<file path="src/rtl/uart_tx_arbiter.sv">
// Round-robin arbiter feeding a single 8N1 UART transmitter.
// Requesters see only req/grant; this block owns all frame timing on tx.
module uart_tx_arbiter #(
    parameter int N_REQ = 2,
    parameter int WAIT  = 8
) (
    input  logic               clk,
    input  logic               rst,
    input  logic [N_REQ-1:0]   req,
    input  logic [8*N_REQ-1:0] data,
    output logic [N_REQ-1:0]   grant,
    output logic               busy,
    output logic               tx,
    output logic [31:0]        frame_cnt
);

    localparam int PW = (N_REQ > 1) ? $clog2(N_REQ) : 1;
    localparam int CW = (WAIT > 1) ? $clog2(WAIT) : 1;
    localparam logic [CW-1:0] CNT_LAST = CW'(WAIT - 1);

    localparam logic [1:0] S_IDLE  = 2'd0;
    localparam logic [1:0] S_START = 2'd1;
    localparam logic [1:0] S_DATA  = 2'd2;
    localparam logic [1:0] S_STOP  = 2'd3;

    logic [1:0]       r_state;
    logic [PW-1:0]    r_ptr;
    logic [CW-1:0]    r_cnt;
    logic [2:0]       r_bit;
    logic [7:0]       r_shift;
    logic [N_REQ-1:0] r_grant;
    logic             r_busy;
    logic             r_tx;
    logic [31:0]      r_frame_cnt;

    logic             w_found;
    logic [N_REQ-1:0] w_onehot;
    logic [7:0]       w_byte;
    logic [PW-1:0]    w_ptr_nxt;
    int unsigned      w_best;
    int unsigned      w_dist;

    // Winner is the requester with the smallest rotational distance from r_ptr.
    always_comb begin
        w_found   = |req;
        w_onehot  = '0;
        w_byte    = '0;
        w_ptr_nxt = '0;
        w_best    = N_REQ;
        w_dist    = 0;
        for (int unsigned i = 0; i < N_REQ; i++) begin
            w_dist = (i + N_REQ - 32'(r_ptr)) % N_REQ;
            if (req[i] && (w_dist < w_best)) begin
                w_best      = w_dist;
                w_onehot    = '0;
                w_onehot[i] = 1'b1;
                w_byte      = data[8*i +: 8];
                w_ptr_nxt   = PW'((i + 1) % N_REQ);
            end
        end
    end

    always_ff @(posedge clk or posedge rst) begin
        if (rst) begin
            r_state     <= S_IDLE;
            r_ptr       <= '0;
            r_cnt       <= '0;
            r_bit       <= '0;
            r_shift     <= '0;
            r_grant     <= '0;
            r_busy      <= 1'b0;
            r_tx        <= 1'b1;
            r_frame_cnt <= '0;
        end else begin
            r_grant <= '0;
            case (r_state)
                S_IDLE: begin
                    if (w_found) begin
                        r_grant <= w_onehot;
                        r_shift <= w_byte;
                        r_ptr   <= w_ptr_nxt;
                        r_busy  <= 1'b1;
                        r_tx    <= 1'b0;
                        r_cnt   <= '0;
                        r_state <= S_START;
                    end
                end
                S_START: begin
                    if (r_cnt == CNT_LAST) begin
                        r_cnt   <= '0;
                        r_bit   <= '0;
                        r_tx    <= r_shift[0];
                        r_state <= S_DATA;
                    end else begin
                        r_cnt <= r_cnt + 1'b1;
                    end
                end
                S_DATA: begin
                    if (r_cnt == CNT_LAST) begin
                        r_cnt <= '0;
                        if (r_bit == 3'd7) begin
                            r_tx    <= 1'b1;
                            r_state <= S_STOP;
                        end else begin
                            // tx already shows bit 0 of r_shift; present the next one
                            r_bit   <= r_bit + 1'b1;
                            r_shift <= {1'b0, r_shift[7:1]};
                            r_tx    <= r_shift[1];
                        end
                    end else begin
                        r_cnt <= r_cnt + 1'b1;
                    end
                end
                S_STOP: begin
                    if (r_cnt == CNT_LAST) begin
                        r_cnt       <= '0;
                        r_busy      <= 1'b0;
                        r_frame_cnt <= r_frame_cnt + 32'd1;
                        r_state     <= S_IDLE;
                    end else begin
                        r_cnt <= r_cnt + 1'b1;
                    end
                end
                default: r_state <= S_IDLE;
            endcase
        end
    end

    assign grant     = r_grant;
    assign busy      = r_busy;
    assign tx        = r_tx;
    assign frame_cnt = r_frame_cnt;

endmodule

</file>
<file path="config.mk">
export PLATFORM = sky130hd
export DESIGN_NAME = uart_tx_arbiter
export DESIGN_NICKNAME = d
export VERILOG_FILES = /design/src/rtl/uart_tx_arbiter.sv
export SDC_FILE = /design/constraint.sdc
export NUM_CORES = 1
export LEC_CHECK = 0
export CORE_MARGIN = 1.5
export CORE_UTILIZATION = 35
export CTS_BUF_LIST = sky130_fd_sc_hd__clkbuf_4 sky130_fd_sc_hd__clkbuf_8
export DETAILED_ROUTE_END_ITERATION = 7
export PLACE_DENSITY_LB_ADDON = 0.08
export SETUP_SLACK_MARGIN = 0.15
export SLEW_MARGIN = 30
export SYNTH_ARGS = -nofsm -noshare
export SYNTH_HDL_FRONTEND = slang
export SYNTH_SLANG_ARGS = --single-unit
export TNS_END_PERCENT = 30
</file>
<file path="constraint.sdc">
create_clock -name clk -period 1.9 [get_ports clk]
set_input_delay 0.285 -clock clk [delete_from_list [all_inputs] [get_ports clk]]
set_output_delay 0.285 -clock clk [all_outputs]
set_load 0.03 [all_outputs]
</file>
==> metrics, run 1 <==
Final Power=2.013 mW; switching share of power=21.91%; power per cell area=535.3 mW/mm²; Critical path buffers and inverters=1; TritonCTS Sinks=53; sequential share of the synthesized area=49.07%; critical path type=reg -> out; clock skew=0.01054 ns; syn_nets=292; Reg power frac=56.0%; max-cap viol count=0; count leader, synth=dfrtp_1; status=completed; Cell Rows=31; drt initial violations=46; Worst path top cell family by delay=buffers and inverters; average routed wire per standard cell=12.75 µm; Synth top cells by count=dfrtp_1 (52), nand2_1 (44), nor2_1 (18); Residual DRC=0; core area=0.007370 mm²; vias=2074; worst slew pin tran=0.3786 ns; reg2reg path depth=8; synthesis-stage register bit count=53; Worst slew margin=74.44%; area share of the largest cell type after synthesis=48.10%; Pleak=1.717 nW; number of fill cells=676; R2R Setup Slk=0.23 ns; GPL Wtd Cong=0.7808; worst flop-to-flop path startpoint=r_cnt[1]; count of cell types in the netlist=39; Initial Util=36.71%; fmax=0.5634 GHz; Boundary Pins=56; Critical Path RT=1.62 ns; final setup fails=0; Max VDD drop=0.2525 mV; pin count of the biggest net entering global routing=54; nets@finish=367; ordered list of cells on the worst path=clkdlybuf4s50_1; DIE WIDTH=90.92 µm; Port Buffers=55; Routed Antenna Nets=0; synth warn=0; Synth Instances=261; clk root buf=clkbuf_8; total track usage=14.14%; Hold WC Path Type=in -> async; EDFF count, synth=0; Syn Area/Cell=10.36 µm²; fin crit period=1.775 ns; antenna cells=0; reg-to-reg critical path endpoint=r_shift[3]; unrepaired setup endpoints after global routing=yes; Fin. Hold Viols=0; crit path DAT=1.49 ns; layout cells sized above 1=19.29%; Comb power frac=4.6%; Via density=4.757; Hold Buf Count CTS=0; Final Cycle Share=93.42%; clk buf depth=2; critical path launch point type=register; Clock transition at path regs=0.10 ns; first-pass GRT wire length=9584 µm; Initial DRT Pass Iterations=4; Die ar.=0.008266 mm²; CP Capture Type=output pin; post-synthesis cell type with the largest combined area=dfrtp_1; CTS Buf Count=5; Crit-path slowest cell=clkdlybuf4s50_1; hpwl dp=3912 µm; Clock power frac=39.4%; Die Y=90.92 µm; synth top area cells=dfrtp_1 (48%), nand2_1 (6.1%), xnor2_1 (5.5%); prevailing post-synth register cell=dfrtp_1; gr ovfl total=0; count of pins over their slew limit=0; H-Tree Depth=2; final WL=5558 µm; Synth async-reset ratio=100.0%; CTS tree=yes; initial antenna violation count=0; vias in the first global route=2065; Sum Neg Setup Slack=0 ns; Area Overhead vs Synth=38.99%; clock latency on the worst-skew pair=0.31 ns; Internal=1.572 mW; Switch Pwr=0.4410 mW; Max FO, Critical Path=5; critical path's largest stage delay=0.72 ns; Mapped Area=0.002705 mm²
flip-flops by register name (all words and copies together), names as in the netlist, 2 cells and up:
register,cells
grant,2
r_shift,8
r_cnt,3
frame_cnt,32
r_state,2
r_bit,3
area by class of cell:
class / count / area (µm²) / area share, %
Clock buffer: 5 / 68.82 / 1.830
Sequential cell: 53 / 1330 / 35.37
Multi-Input combinational cell: 194 / 1444 / 38.40
Timing Repair Buffer: 74 / 719.4 / 19.13
Inverter: 8 / 30.03 / 0.7987
Tap cell: 99 / 123.9 / 3.295
Clock inverter: 3 / 43.79 / 1.165
repair_timing:
| action | 4_1_cts | 5_1_grt |
|---|---|---|
| gates resized for setup | 6 | 24 |
| pin swaps | 7 | 4 |
| buffers inserted | 0 | 4 |
| endpoints found under the setup margin | 33 | 47 |
| cloned | 1 | 0 |
metrics by stage:
| stage | setup slack [ns] | area [µm²] | hold WS, ns | utilization [%] | instances |
|---|---|---|---|---|---|
| after global routing | 0.06326 | 3760 | 0.3431 | 51.02 | 436 |
| after global placement | 0.08092 | 3486 | 0.4553 | 47.30 | 423 |
| final | 0.1250 | 3760 | 0.3229 | 51.02 | 436 |
| after detailed placement | 0.03461 | 3486 | 0.4616 | 47.30 | 423 |
| after floorplan | 0.1502 | 2719 | 0.4484 | - | 261 |
| after CTS | 0.1077 | 3622 | 0.3444 | 49.15 | 432 |
cells in the final DEF (no fill, tap or decap), drive strengths merged, types with 2 or more instances in the layout:
cell,instances
xor2,14
o31ai,9
nor4,3
o21ai,11
nand2,46
nor3,10
a211oi,7
a21oi,4
nand2b,2
dfrtp,52
mux2,3
ha,11
and3,2
and4,4
buf,19
nor2,19
clkdlybuf4s50,53
clkbuf,5
and2,3
inv,9
nor2b,7
xnor2,17
nand4,6
nand3,10
cells by family after synthesis:
kind of cell / share of synthesized area, %
adder cells (fa/ha/maj): 5.088
flip-flops: 49.08
AO/OA/AOI/OAI: 8.511
multiplexers: 1.619
buffers and inverters: 2.775
AND/OR/NAND/NOR: 22.90
XOR/XNOR: 10.04
how the worst max path moves through the flow:
stage	slack, ns	cells past startpoint	end	startpoint
final	0.13	1	frame_cnt[13]	frame_cnt[13]
after global routing	0.06	1	frame_cnt[13]	frame_cnt[13]
after CTS	0.11	1	frame_cnt[13]	frame_cnt[13]
after detailed placement	0.03	5	r_shift[2]	req[1]
after global placement	0.08	5	r_shift[5]	req[0]
after floorplan	0.15	6	r_state[1]	r_state[0]
power groups by stage:
stage / clock network, mW / logic (mW) / registers, mW
floorplan: 0 / 0.0314 / 1.15
global placement: 0 / 0.0951 / 1.15
detailed placement: 0 / 0.0955 / 1.15
CTS: 0.816 / 0.0954 / 1.13
global route: 0.862 / 0.103 / 1.13
finish: 0.794 / 0.0918 / 1.13
metal layers:
layer	global-route usage (%)	share of wire, %	vias up	wire (µm)
li1	-	-	1045	-
met1	18.54	47	987	2630
met2	23.93	49	38	2698
met3	2.694	3.2	4	180
met4	3.516	0.86	0	48
met5	0	0	-	0
(Power assumes the default switching activity.)
==> inputs of run 2 (changes only) <==
Settings changed: ABC_AREA from default to 0.
==> results of run 2 <==
Final layout, timing and power as in run 1 (identical DEF).
==> inputs of run 3 (changes only) <==
Settings changed: ABC_AREA 0 to 1.
==> run 3 against run 2 <==
Effect of this change:
- setup slack gained 0.020 ns
- synthesized area rose by 12%
- sequential power about the same
- synthesized cell count increased by 49%
- critical endpoint is now frame_cnt[25]
- sequential share of layout area is 1.3 points lower
- clock power shrank 12%
- final cell count is 28% higher
- highest routed layer unchanged
- combinational power grew 2%
- register-to-register slack gained 0.04 ns
- hold slack gained 0.022 ns
==> metrics, run 3 <==
Fin. Hold Viols=0 (unchanged); worst slew pin tran=0.5906 ns (+0.2121 ns); H-Tree Depth=2 (unchanged); vias in the first global route=2530 (+23%); Final Cycle Share=92.36% (-1.1 points); prevailing post-synth register cell=dfrtp_1; GPL Wtd Cong=0.8132 (+4.1%); Residual DRC=0 (unchanged); final WL=7057 µm (+27%); crit path DAT=1.47 ns (-0.02 ns); ordered list of cells on the worst path=clkdlybuf4s50_1; reg2reg path depth=10 (+2); clk buf depth=2 (unchanged); antenna cells=0 (unchanged); Worst path top cell family by delay=buffers and inverters; max-cap viol count=0 (unchanged); fmax=0.5698 GHz (+1.1%); critical path type=reg -> out; Routed Antenna Nets=0 (unchanged); Critical path buffers and inverters=1 (unchanged); first-pass GRT wire length=11790 µm (+23%); Initial Util=36.62% (-0.086 points); critical path launch point type=register; Synth Instances=389 (+49%); commonest non-fill, non-tap cells in the layout=nand2_1 (106), dfrtp_1 (52), clkdlybuf4s50_1 (50); Area Overhead vs Synth=28.04%; TritonCTS Sinks=53 (unchanged); nets@finish=483 (+32%); final instance area=0.003891 mm² (+3.5%); EDFF count, synth=0 (unchanged); Port Buffers=55 (unchanged); unrepaired setup endpoints after global routing=yes; count of cell types in the netlist=30 (-23%); count of pins over their slew limit=0 (unchanged); area share of the largest cell type after synthesis=42.82% (-5.3 points); Pleak=1.811 nW (+5.5%); fin crit period=1.755 ns (-0.02006 ns); R2R Setup Slk=0.27 ns (+0.04 ns); hpwl dp=5434 µm (+39%); CP Capture Type=output pin; synth top area cells=dfrtp_1 (43%), nand2_1 (13%), nand3_1 (6.3%); synth warn=0 (unchanged); Syn Area/Cell=7.813 µm² (-25%); Boundary Pins=56 (unchanged); Via density=4.751 (-0.13%); Clock transition at path regs=0.10 ns (about the same); clock skew=0.007685 ns (-0.002858 ns); Placement Cell Area=0.003736 mm² (+7.2%); most common cell after layout, fill and taps aside=nand2_1; sequential share of the synthesized area=43.68% (-5.4 points); power per cell area=493.5 mW/mm² (-7.8%); Cell Rows=33 (+6.5%); gr ovfl total=0 (unchanged); Synth top cells by count=nand2_1 (106), dfrtp_1 (52), inv_1 (50); max FFs per register=32 (unchanged); Hold WS=0.3453 ns (+0.02234 ns); count leader, synth=nand2_1; post-CTS setup buffers=0 (unchanged); vias=2651 (+28%); average routed wire per standard cell=12.65 µm (-0.79%); reg-to-reg critical path endpoint=frame_cnt[24]; initial antenna violation count=0 (unchanged); Mapped Area=0.003039 mm² (+12%); CTS tree=yes; fin util=46.89% (-4.1 points); synthesis-stage register bit count=53 (unchanged); Max VDD drop=0.2486 mV (-1.5%); critical path's largest stage delay=0.71 ns (about the same); clk root buf=clkbuf_8; worst flop-to-flop path startpoint=r_cnt[1]; Sum Neg Setup Slack=0 ns (unchanged); Hold Buf Count CTS=0 (unchanged); syn_nets=420 (+44%); Worst slew margin=60.32% (-14 points); Hold WC Path Type=in -> async; total track usage=16.56% (+2.4 points); core area=0.008299 mm² (+13%); final setup fails=0 (unchanged); Initial DRT Pass Iterations=4 (unchanged); Synth async-reset ratio=100.0% (unchanged); Crit-path slowest cell=clkdlybuf4s50_1; post-synthesis cell type with the largest combined area=dfrtp_1; Max FO, Critical Path=6 (+1); pin count of the biggest net entering global routing=54 (unchanged); drt initial violations=55 (+20%); Critical Path RT=1.62 ns (about the same); status=completed; number of fill cells=839 (+24%); clock latency on the worst-skew pair=0.31 ns (about the same); Die ar.=0.009252 mm² (+12%); CTS Buf Count=5 (unchanged); Die Y=96.19 µm (+5.8%); layout cells sized above 1=9.051% (-10 points); DIE WIDTH=96.19 µm (+5.8%)
run 3: through the flow:
step / setup slack [ns] / power, mW / instances
3_5_place_dp: 0.07524 / 1.247 / 550
6_report: 0.1451 / 1.920 / 558
2_1_floorplan: 0.3279 / 1.189 / 389
3_3_place_gp: 0.1076 / 1.247 / 550
4_1_cts: 0.1267 / 1.949 / 558
5_1_grt: 0.08005 / 1.998 / 558
run 3: worst reg2reg max path: stages, from the launching register on:
cell and delay [ns]:
dfrtp_1 0.37, ha_2 0.20, ha_4 0.18, nand2_8 0.09, buf_6 0.15, nor2_4 0.09, nand3_2 0.09, nor2_4 0.14
nand3_1 0.09, nand2_1 0.09, nand2_1 0.05
run 3: how the worst max path moves through the flow:
stage / from / endpoint / slack (ns) / cells past startpoint
5_1_grt: frame_cnt[22] / frame_cnt[22] / 0.08 / 1
2_1_floorplan: rst / busy / 0.33 / 1
3_3_place_gp: r_cnt[0] / frame_cnt[23] / 0.11 / 8
6_report: frame_cnt[25] / frame_cnt[25] / 0.15 / 1
4_1_cts: frame_cnt[27] / frame_cnt[27] / 0.13 / 1
3_5_place_dp: r_cnt[0] / frame_cnt[23] / 0.08 / 8
run 3: logic make-up (layout without fill, tap and decap cells):
family                   count (synthesis)  in the layout  synth area share, %
XOR/XNOR                                19             19                5.476
AO/OA/AOI/OAI                           26             26                4.858
AND/OR/NAND/NOR                        223            223                33.64
flip-flops                              53             53                43.68
adder cells (fa/ha/maj)                 11             11                4.529
buffers and inverters                   57            121                7.822
run 3: power by group:
part	total (mW)	switching (mW)	internal, mW
sequential	1.13	0.000298	1.13
clock	0.699	0.371	0.327
combinational	0.0932	0.0465	0.0467
run 3: metal layers:
metal / share of wire [%] / global-route usage [%]
met5: 0 / 0
met4: 1.5 / 5.147
met3: 3.1 / 2.686
met2: 49 / 29.23
met1: 46 / 20.50
run 3: what timing repair did:
action / CTS / global route
setup endpoints to repair: 21 / 42
pin swaps: 0 / 1
gates resized for setup: 6 / 12
hold endpoints to repair: 0 / 0
run 3: area by class of cell:
type | count | area, µm² | share of cell area (%)
Multi-Input combinational cell | 279 | 1520 | 39.07
Sequential cell | 53 | 1328 | 34.12
Timing Repair Buffer | 61 | 613.1 | 15.76
Inverter | 52 | 201.4 | 5.177
Tap cell | 105 | 131.4 | 3.376
Clock buffer | 8 | 97.59 | 2.508
